**config.mk**
```make
export PLATFORM = sky130hd
export DESIGN_NAME = pc_step_sequencer
export DESIGN_NICKNAME = d
export VERILOG_FILES = /design/src/rtl/pc_seq_pkg.sv /design/src/rtl/pc_step_sequencer_button_conditioner.sv /design/src/rtl/pc_step_sequencer.sv
export SDC_FILE = /design/constraint.sdc
export NUM_CORES = 1
export LEC_CHECK = 0
export CELL_PAD_IN_SITES_DETAIL_PLACEMENT = 0
export CELL_PAD_IN_SITES_GLOBAL_PLACEMENT = 2
export CORE_UTILIZATION = 28
export CTS_CLUSTER_SIZE = 30
export DETAILED_ROUTE_END_ITERATION = 7
export GPL_ROUTABILITY_DRIVEN = 0
export PLACE_DENSITY_LB_ADDON = 0.1
export REMOVE_ABC_BUFFERS = 1
export SKIP_LAST_GASP = 1
export SLEW_MARGIN = 40
export SYNTH_ARGS = -nofsm -noshare
export SYNTH_HDL_FRONTEND = slang
export SYNTH_SLANG_ARGS = --single-unit
```
**constraint.sdc**
```tcl
create_clock -name clk -period 9.3 [get_ports clk]
set_input_delay 1.86 -clock clk [delete_from_list [all_inputs] [get_ports clk]]
set_output_delay 1.86 -clock clk [all_outputs]
set_load 0.03 [all_outputs]
```
**src/rtl/pc_seq_pkg.sv**
```systemverilog
// rtl/pc_seq_pkg.sv - shared mode encodings and PC increment for the PC step sequencer
package pc_seq_pkg;

    typedef enum logic [1:0] {
        MODE_PAUSE = 2'd0,
        MODE_RUN   = 2'd1,
        MODE_HALT  = 2'd2
    } mode_e;

    localparam int PC_STEP = 4;

endpackage

```
**src/rtl/pc_step_sequencer_button_conditioner.sv**
```systemverilog
// rtl/pc_step_sequencer_button_conditioner.sv - raw button synchronizer, debouncer and press pulse
module button_conditioner #(
    parameter int DEBOUNCE_CYCLES = 500000
) (
    input  logic clk,
    input  logic reset,
    input  logic btn_raw,
    output logic btn_pulse
);

    localparam int CW = $clog2(DEBOUNCE_CYCLES + 1);
    localparam logic [CW-1:0] CNT_LAST = CW'(DEBOUNCE_CYCLES - 1);

    logic          sync0_q, sync0_d;
    logic          sync1_q, sync1_d;
    logic          level_q, level_d;
    logic          prev_q, prev_d;
    logic          pulse_q, pulse_d;
    logic [CW-1:0] cnt_q, cnt_d;

    always_comb begin
        sync0_d = btn_raw;
        sync1_d = sync0_q;
        level_d = level_q;
        cnt_d   = '0;
        // Any sample agreeing with the debounced level restarts the stability count.
        if (sync1_q != level_q) begin
            if (cnt_q == CNT_LAST) begin
                level_d = ~level_q;
            end else begin
                cnt_d = cnt_q + CW'(1);
            end
        end
        prev_d  = level_q;
        pulse_d = level_q & ~prev_q;
    end

    always_ff @(posedge clk) begin
        if (reset) begin
            sync0_q <= 1'b0;
            sync1_q <= 1'b0;
            level_q <= 1'b0;
            prev_q  <= 1'b0;
            pulse_q <= 1'b0;
            cnt_q   <= '0;
        end else begin
            sync0_q <= sync0_d;
            sync1_q <= sync1_d;
            level_q <= level_d;
            prev_q  <= prev_d;
            pulse_q <= pulse_d;
            cnt_q   <= cnt_d;
        end
    end

    assign btn_pulse = pulse_q;

endmodule

```
**src/rtl/pc_step_sequencer.sv**
```systemverilog
// rtl/pc_step_sequencer.sv - PC advance sequencer: single step, free run, breakpoint and halt
module pc_step_sequencer
    import pc_seq_pkg::*;
#(
    parameter int PC_WIDTH        = 32,
    parameter int DEBOUNCE_CYCLES = 500000,
    parameter int RUN_DIV         = 25000000
) (
    input  logic                clk,
    input  logic                reset,
    input  logic                step_btn,
    input  logic                run_btn,
    input  logic                halt_req,
    input  logic [PC_WIDTH-1:0] current_pc,
    input  logic                branch_taken,
    input  logic [PC_WIDTH-1:0] branch_target,
    input  logic                jump,
    input  logic [PC_WIDTH-1:0] jump_target,
    input  logic                bp_en,
    input  logic [PC_WIDTH-1:0] bp_addr,
    output logic                pc_en,
    output logic [PC_WIDTH-1:0] next_pc,
    output logic [1:0]          mode,
    output logic [15:0]         adv_count
);

    localparam int DW = (RUN_DIV > 1) ? $clog2(RUN_DIV) : 1;
    localparam logic [DW-1:0] DIV_LAST = DW'(RUN_DIV - 1);

    logic                step_p, run_p;
    logic [PC_WIDTH-1:0] pc_sel;
    mode_e               state_q, state_d;
    logic [DW-1:0]       div_q, div_d;
    logic                pc_en_q, pc_en_d;
    logic [15:0]         adv_count_q, adv_count_d;

    button_conditioner #(.DEBOUNCE_CYCLES(DEBOUNCE_CYCLES)) u_step_btn (
        .clk       (clk),
        .reset     (reset),
        .btn_raw   (step_btn),
        .btn_pulse (step_p)
    );

    button_conditioner #(.DEBOUNCE_CYCLES(DEBOUNCE_CYCLES)) u_run_btn (
        .clk       (clk),
        .reset     (reset),
        .btn_raw   (run_btn),
        .btn_pulse (run_p)
    );

    always_comb begin
        if (jump) begin
            pc_sel = jump_target;
        end else if (branch_taken) begin
            pc_sel = branch_target;
        end else begin
            pc_sel = current_pc + PC_WIDTH'(PC_STEP);
        end
        next_pc = pc_sel & ~PC_WIDTH'(3);
    end

    // Event priority is halt_req, then run_p, then step_p; a losing step is dropped.
    always_comb begin
        state_d     = state_q;
        div_d       = div_q;
        pc_en_d     = 1'b0;
        adv_count_d = adv_count_q + {15'd0, pc_en_q};
        if (halt_req) begin
            state_d = MODE_HALT;
        end else begin
            case (state_q)
                MODE_PAUSE: begin
                    if (run_p) begin
                        state_d = MODE_RUN;
                        div_d   = '0;
                    end else if (step_p) begin
                        pc_en_d = 1'b1;
                    end
                end
                MODE_RUN: begin
                    if (run_p) begin
                        state_d = MODE_PAUSE;
                    end else if (div_q == DIV_LAST) begin
                        div_d   = '0;
                        pc_en_d = 1'b1;
                        if (bp_en && (next_pc == bp_addr)) begin
                            state_d = MODE_HALT;
                        end
                    end else begin
                        div_d = div_q + DW'(1);
                    end
                end
                MODE_HALT: begin
                    if (run_p) begin
                        state_d = MODE_RUN;
                        div_d   = '0;
                    end else if (step_p) begin
                        pc_en_d = 1'b1;
                        state_d = MODE_PAUSE;
                    end
                end
                default: state_d = MODE_PAUSE;
            endcase
        end
    end

    always_ff @(posedge clk) begin
        if (reset) begin
            state_q     <= MODE_PAUSE;
            div_q       <= '0;
            pc_en_q     <= 1'b0;
            adv_count_q <= '0;
        end else begin
            state_q     <= state_d;
            div_q       <= div_d;
            pc_en_q     <= pc_en_d;
            adv_count_q <= adv_count_d;
        end
    end

    assign pc_en     = pc_en_q;
    assign mode      = state_q;
    assign adv_count = adv_count_q;

endmodule

```
==> flow_summary.toml, run 1 <==
[run_status]
status = "finished clean"

[layout]
syn_to_final_growth_pct = 38.8
fill_cells = 2130
final_layout_size_suffix_gt1_share_pct = 4.58
n_antenna_cell = 0
layout.nets = 1076
postLayoutCoreUtil_pct = 40.2

[cts]
numCtsBuffers = 9
cts_buffer_depth = 2
cts_sinks = 92
cts.reportedPaths.clkPinSlew_ps = 70
root_buffer = "clkbuf_16"
postCtsSetupRepairBufs = 0
htreeDepth = 3
insertion_delay_ps = 330
cts_hold_buf = 0
cts_resized = 0
cts_tree = "built"

[timing]
setup_viol = 0
post-route-period-util_pct = 73.1
finClkSkew_ps = 9.09
fmax_ghz = 0.147
slew_headroom_pct = 50.4
setup_ws_ps = 2500
final_hold_viol_count = 0
tightestPinTransition_ps = 743
rsz0062_at_grt = "no"
fin_crit_ps = 6800
fin_setup_tns_ps = 0
final_max_slew_viol_count = 0

[synth]
synth_seq_cells = 92
yosysMostFrequentCell = "nor2_1"
yosys-top-cells-area = "dfxtp_1 31%, xor2_1 8.7%, nor2_1 6.4%"
seq_area_frac_synth_pct = 30.9
syn_inst = 775
yosysWarnings = 0
ys.flop_type = "dfxtp_1"
synth_commonest_cells = "102 x nor2_1, 92 x dfxtp_1, 63 x nand2_1"
avgSynthCellArea_um2 = 7.69
yosys.area.top_type = "dfxtp_1"
synth_area_um2 = 5960
synth_top_area_share_pct = 30.9
synth_cell_types = 72
synth_edf_count = 0
synth-async-reset-ratio_pct = 0

[floorplan]
die_h_um = 148
core_um2 = 20600
die_width_um = 148
dieArea_um2 = 21900
pin_count = 187
initial_core_util_pct = 29.0
rows = 52

[routing]
wl_per_cell_um = 16.2
drc = 0
drt_iter0_drc = 264
wl_mm = 19.6
drtAntennaViolNets = 0
drt-pass1-iter-count = 5
via_per_inst = 5.00
vias = 6049

[global_routing]
overflow = 0
grt_pass1_wl_mm = 31.0
antenna_found_initial = 0
use_met1_pct = 23.8
grt_max_degree = 62
grt_pass1_vias = 5932
grt_use_total_pct = 17.8
gr-max-usage-layer = "met2"
met3_usage_pct = 2.38
met2_usage_pct = 31.0

[power_and_ir_drop]
cellLeakagePower_nw = 2.85
internal-power_w = 0.000711
seqPwrFrac_pct = 40.3
ir_drop_v = 0.0000930
p_clk_share_pct = 38.6
p_sw_w = 0.000271
powerDensity_nw_per_um2 = 119
power_switching_share_pct = 27.6
p_comb_share_pct = 21.0

[setup_path]
cp_max_fo = 12
cp-startpoint = "current_pc[2]"
regToRegSetupSlack_ps = 6140
crit_type = "input pin to output port"
critical_path_arrival_ps = 4940
worst_setup_path_start_kind = "input pin"
rr_worst_depth = 9
reg2reg_to = "mode[0]"
endpoint_kind = "output port"
endpoint = "next_pc[30]"
required_ps = 7440
r2r_start = "div_q[0]"

[hold_path]
min_from = "u_run_btn.prev_q"
hp-class = "flip-flop to flip-flop"
hold_depth = 1

[placed_design]
dp_slack_ps = 2480
io_buffers = 178
hpwl_mm = 15.3

[flow_run]
drv_cap = 0
## layout make-up
type / instances / area [um2] / area share, %
inverter: 30 / 113 / 1.36
tap: 270 / 338 / 4.09
timing repair buffer: 183 / 1810 / 21.9
clock buffer: 9 / 225 / 2.72
sequential: 92 / 1840 / 22.3
multi-input combinational: 618 / 3850 / 46.5
clock inverter: 7 / 91.3 / 1.10
## worst max-delay path, stage by stage
cell             delay (ps)
clkdlybuf4s50_1         640
ha_1                    270
nand4_1                  90
buf_4                   200
or4_1                   490
nor3_1                  270
xnor2_1                 110
o221ai_1                270
clkdlybuf4s50_1         730
## placed cells by master (no fill, tap or decap), types with 9 or more instances in the layout
| cell type | count |
|---|---|
| a21oi_1 | 37 |
| clkdlybuf4s50_1 | 177 |
| nor3_1 | 18 |
| or3_1 | 21 |
| inv_1 | 30 |
| nand3_1 | 46 |
| nor2_1 | 101 |
| clkbuf_16 | 9 |
| xnor2_1 | 25 |
| o21ai_0 | 30 |
| a22oi_1 | 14 |
| nor4_1 | 16 |
| nand4_1 | 22 |
| xor2_1 | 59 |
| and3_1 | 15 |
| nand2_1 | 63 |
| mux2i_1 | 10 |
| nor2b_1 | 15 |
| dfxtp_1 | 92 |
## metrics by stage
| step | total power (W) | hold slack (ps) | cells | area [um2] |
|---|---|---|---|---|
| 2_1_floorplan | 0.000491 | 367 | 740 | 5800 |
| 3_3_place_gp | 0.000610 | 374 | 1193 | 7950 |
| 3_5_place_dp | 0.000611 | 373 | 1193 | 7950 |
| 4_1_cts | 0.000995 | 388 | 1209 | 8270 |
| 5_1_grt | 0.00103 | 413 | 1209 | 8270 |
| 6_report | 0.000981 | 386 | 1209 | 8270 |
## registers in the layout (all words and copies together) (netlist names)
signal and cells:
adv_count 16, div_q 25, mode 2, pc_en 1, u_run_btn.btn_pulse 1, u_run_btn.cnt_q 19
u_run_btn.level_q 1, u_run_btn.prev_q 1, u_run_btn.sync0_q 1, u_run_btn.sync1_q 1, u_step_btn.btn_pulse 1, u_step_btn.cnt_q 19
u_step_btn.level_q 1, u_step_btn.prev_q 1, u_step_btn.sync0_q 1, u_step_btn.sync1_q 1
## metal layers
metal  vias to the layer above  routed length [um]
met4                         0                 108
met5                         -                   0
met1                      2838                9420
li1                       3090                   -
met3                         9                 702
met2                       112                9360
## how the worst min path moves through the flow
stage          slack, ps                   end
3_5_place_dp         370  u_step_btn.btn_pulse
2_1_floorplan        370   u_run_btn.btn_pulse
4_1_cts              390  u_step_btn.btn_pulse
6_report             390   u_run_btn.btn_pulse
5_1_grt              410   u_run_btn.btn_pulse
3_3_place_gp         370   u_run_btn.btn_pulse
## power groups by stage
stage / registers (W) / logic (W) / clock network (W)
after floorplan: 0.000405 / 0.0000860 / 0
after global placement: 0.000405 / 0.000205 / 0
after detailed placement: 0.000405 / 0.000206 / 0
after CTS: 0.000396 / 0.000208 / 0.000392
after global routing: 0.000396 / 0.000221 / 0.000408
final: 0.000396 / 0.000206 / 0.000379
## logic make-up after synthesis
family	synth area share (%)
muxes	1.87
AOI/OAI and AO/OA	15.0
DFF	30.9
and+or+nand+nor	33.9
other	0.0629
adders and majority gates	1.26
buffers and inverters	4.68
xor gates and xnor gates	12.3
No activity file was read; power rests on OpenSTA's default activity.
==> run 2: changes to the inputs <==
--- a/config.mk
+++ b/config.mk
@@ -7,7 +7,7 @@
 export LEC_CHECK = 0
 export CELL_PAD_IN_SITES_DETAIL_PLACEMENT = 0
 export CELL_PAD_IN_SITES_GLOBAL_PLACEMENT = 2
-export CORE_UTILIZATION = 28
+export CORE_UTILIZATION = 26
 export CTS_CLUSTER_SIZE = 30
 export DETAILED_ROUTE_END_ITERATION = 7
 export GPL_ROUTABILITY_DRIVEN = 0
==> constraint.sdc (replaced) <==
create_clock -name clk -period 6.4 [get_ports clk]
set_input_delay 1.28 -clock clk [delete_from_list [all_inputs] [get_ports clk]]
set_output_delay 1.28 -clock clk [all_outputs]
set_load 0.03 [all_outputs]
==> run 2 against run 1 <==
Utilization decreased by 3.4 points; sequential power increased by 45%; sequential share of layout area shrank 0.11 points; sequential cell count is the same; via count increased by 1.1%; power up 48%; final area rose by 0.48%; global-route usage decreased by 1.0 points; critical path depth decreased by 1; register-to-register slack worse by 2800 ps; largest cell class unchanged; largest power group is now clock.
==> flow_summary.toml, run 2 (synthesis gave the netlist of run 1 again) <==
[run_status]
status = "finished clean"

[hold_path]
hp-class = "flip-flop to flip-flop"
min_from = "u_run_btn.prev_q"

[cts]
cts_resized = 0
numCtsBuffers = 9
cts_tree = "built"
insertion_delay_ps = 340
cts_sinks = 92
cts_hold_buf = 0
cts_buffer_depth = 2
postCtsSetupRepairBufs = 0
cts.reportedPaths.clkPinSlew_ps = 70
htreeDepth = 3
root_buffer = "clkbuf_16"

[floorplan]
pin_count = 187
initial_core_util_pct = 26.4
rows = 55
die_h_um = 153
dieArea_um2 = 23500
core_um2 = 22600
die_width_um = 153

[layout]
layout.nets = 1076
finalNonFillerCells = 1225
regArea_um2 = 1840
multi_input_area_um2 = 3860
final_layout_size_suffix_gt1_share_pct = 4.58
syn_to_final_growth_pct = 39.5
top_register = "div_q"
layout_commonest_cell = "clkdlybuf4s50_1"
final_cell_mix = "177 x clkdlybuf4s50_1, 102 x nor2_1, 92 x dfxtp_1, 63 x nand2_1, 59 x xor2_1"
top_regs = "div_q x25, u_run_btn.cnt_q x19, u_step_btn.cnt_q x19"
postLayoutCoreUtil_pct = 36.8
largest_reg_flops = 25
fill_cells = 2385

[setup_path]
required_ps = 5120
regToRegSetupSlack_ps = 3290
worst_setup_path_start_kind = "input pin"
cp_max_fo = 6
cp-startpoint = "current_pc[2]"
endpoint_kind = "output port"
r2r_start = "div_q[0]"
critical_path_arrival_ps = 4420
crit_type = "input pin to output port"

[timing]
fmax_ghz = 0.175
fin_hold_ws_ps = 383
slew_headroom_pct = 45.4
final_hold_viol_count = 0
fin_setup_tns_ps = 0
fin_crit_ps = 5700
rsz0062_at_grt = "no"
setup_viol = 0
tightestPinTransition_ps = 811
final_max_slew_viol_count = 0
post-route-period-util_pct = 89.1
finClkSkew_ps = 5.10

[global_routing]
grt_max_degree = 60
overflow = 0
antenna_found_initial = 1
grt_pass1_vias = 5910
grt_use_total_pct = 16.8
grt_pass1_wl_mm = 31.7

[placed_design]
placedCellCount = 1208
hpwl_mm = 15.5
io_buffers = 178

[routing]
wl_per_cell_um = 16.2
drtAntennaViolNets = 0
wl_mm = 19.8
drt_iter0_drc = 256
drc = 0
via_per_inst = 4.99
drt-pass1-iter-count = 5
vias = 6116

[power_and_ir_drop]
powerDensity_nw_per_um2 = 175
power_w = 0.00145
cellLeakagePower_nw = 2.86
ir_drop_v = 0.000143

[flow_run]
drv_cap = 0
==> run 2: worst max-delay path: stages <==
cell and delay, ps:
clkdlybuf4s50_1 630, ha_1 300, nand4_1 280, or4_1 550, nor3_1 260, xnor2_1 120
o221ai_1 270, clkdlybuf4s50_1 730
==> run 2: layout make-up <==
type | instances | area share (%)
Tap cell | 285 | 4.29
Clock inverter | 7 | 1.20
Clock buffer | 9 | 2.71
Timing Repair Buffer | 183 | 21.8
Inverter | 30 | 1.36
Multi-Input combinational cell | 618 | 46.4
Sequential cell | 92 | 22.2
Antenna cell | 1 | 0.0301
==> run 2: layer usage <==
metal	vias to the layer above	global-route usage (%)	wire [um]
li1	3080	-	-
met1	2889	22.0	9320
met2	130	28.5	9420
met3	17	2.78	757
met4	0	4.48	323
met5	-	0	0
==> run 2: path summary, 6_finish.rpt <==
check | to | depth (start not counted)
max | next_pc[30] | 8
min | u_run_btn.btn_pulse | 1
max reg2reg | mode[0] | 9
min reg2reg | u_run_btn.btn_pulse | 1
==> run 2: where the power goes <==
part / switching (W) / total, W / leakage, nW / internal, W
Sequential: 0.00000127 / 0.000575 / 0.742 / 0.000574
Clock: 0.000233 / 0.000577 / 0.154 / 0.000345
Combinational: 0.000153 / 0.000300 / 1.96 / 0.000147
==> run 2: through the flow <==
step / setup slack [ps] / area [um2]
floorplan: 1800 / 5800
global placement: 755 / 7970
detailed placement: 675 / 7980
CTS: 672 / 8310
global route: 500 / 8310
finish: 698 / 8310
==> run 3: changes to the inputs <==
--- a/config.mk
+++ b/config.mk
@@ -18,3 +18,4 @@
 export SYNTH_ARGS = -nofsm -noshare
 export SYNTH_HDL_FRONTEND = slang
 export SYNTH_SLANG_ARGS = --single-unit
+export TNS_END_PERCENT = 100
==> results of run 3 <==
Final layout, timing and power as in run 2 (identical DEF).
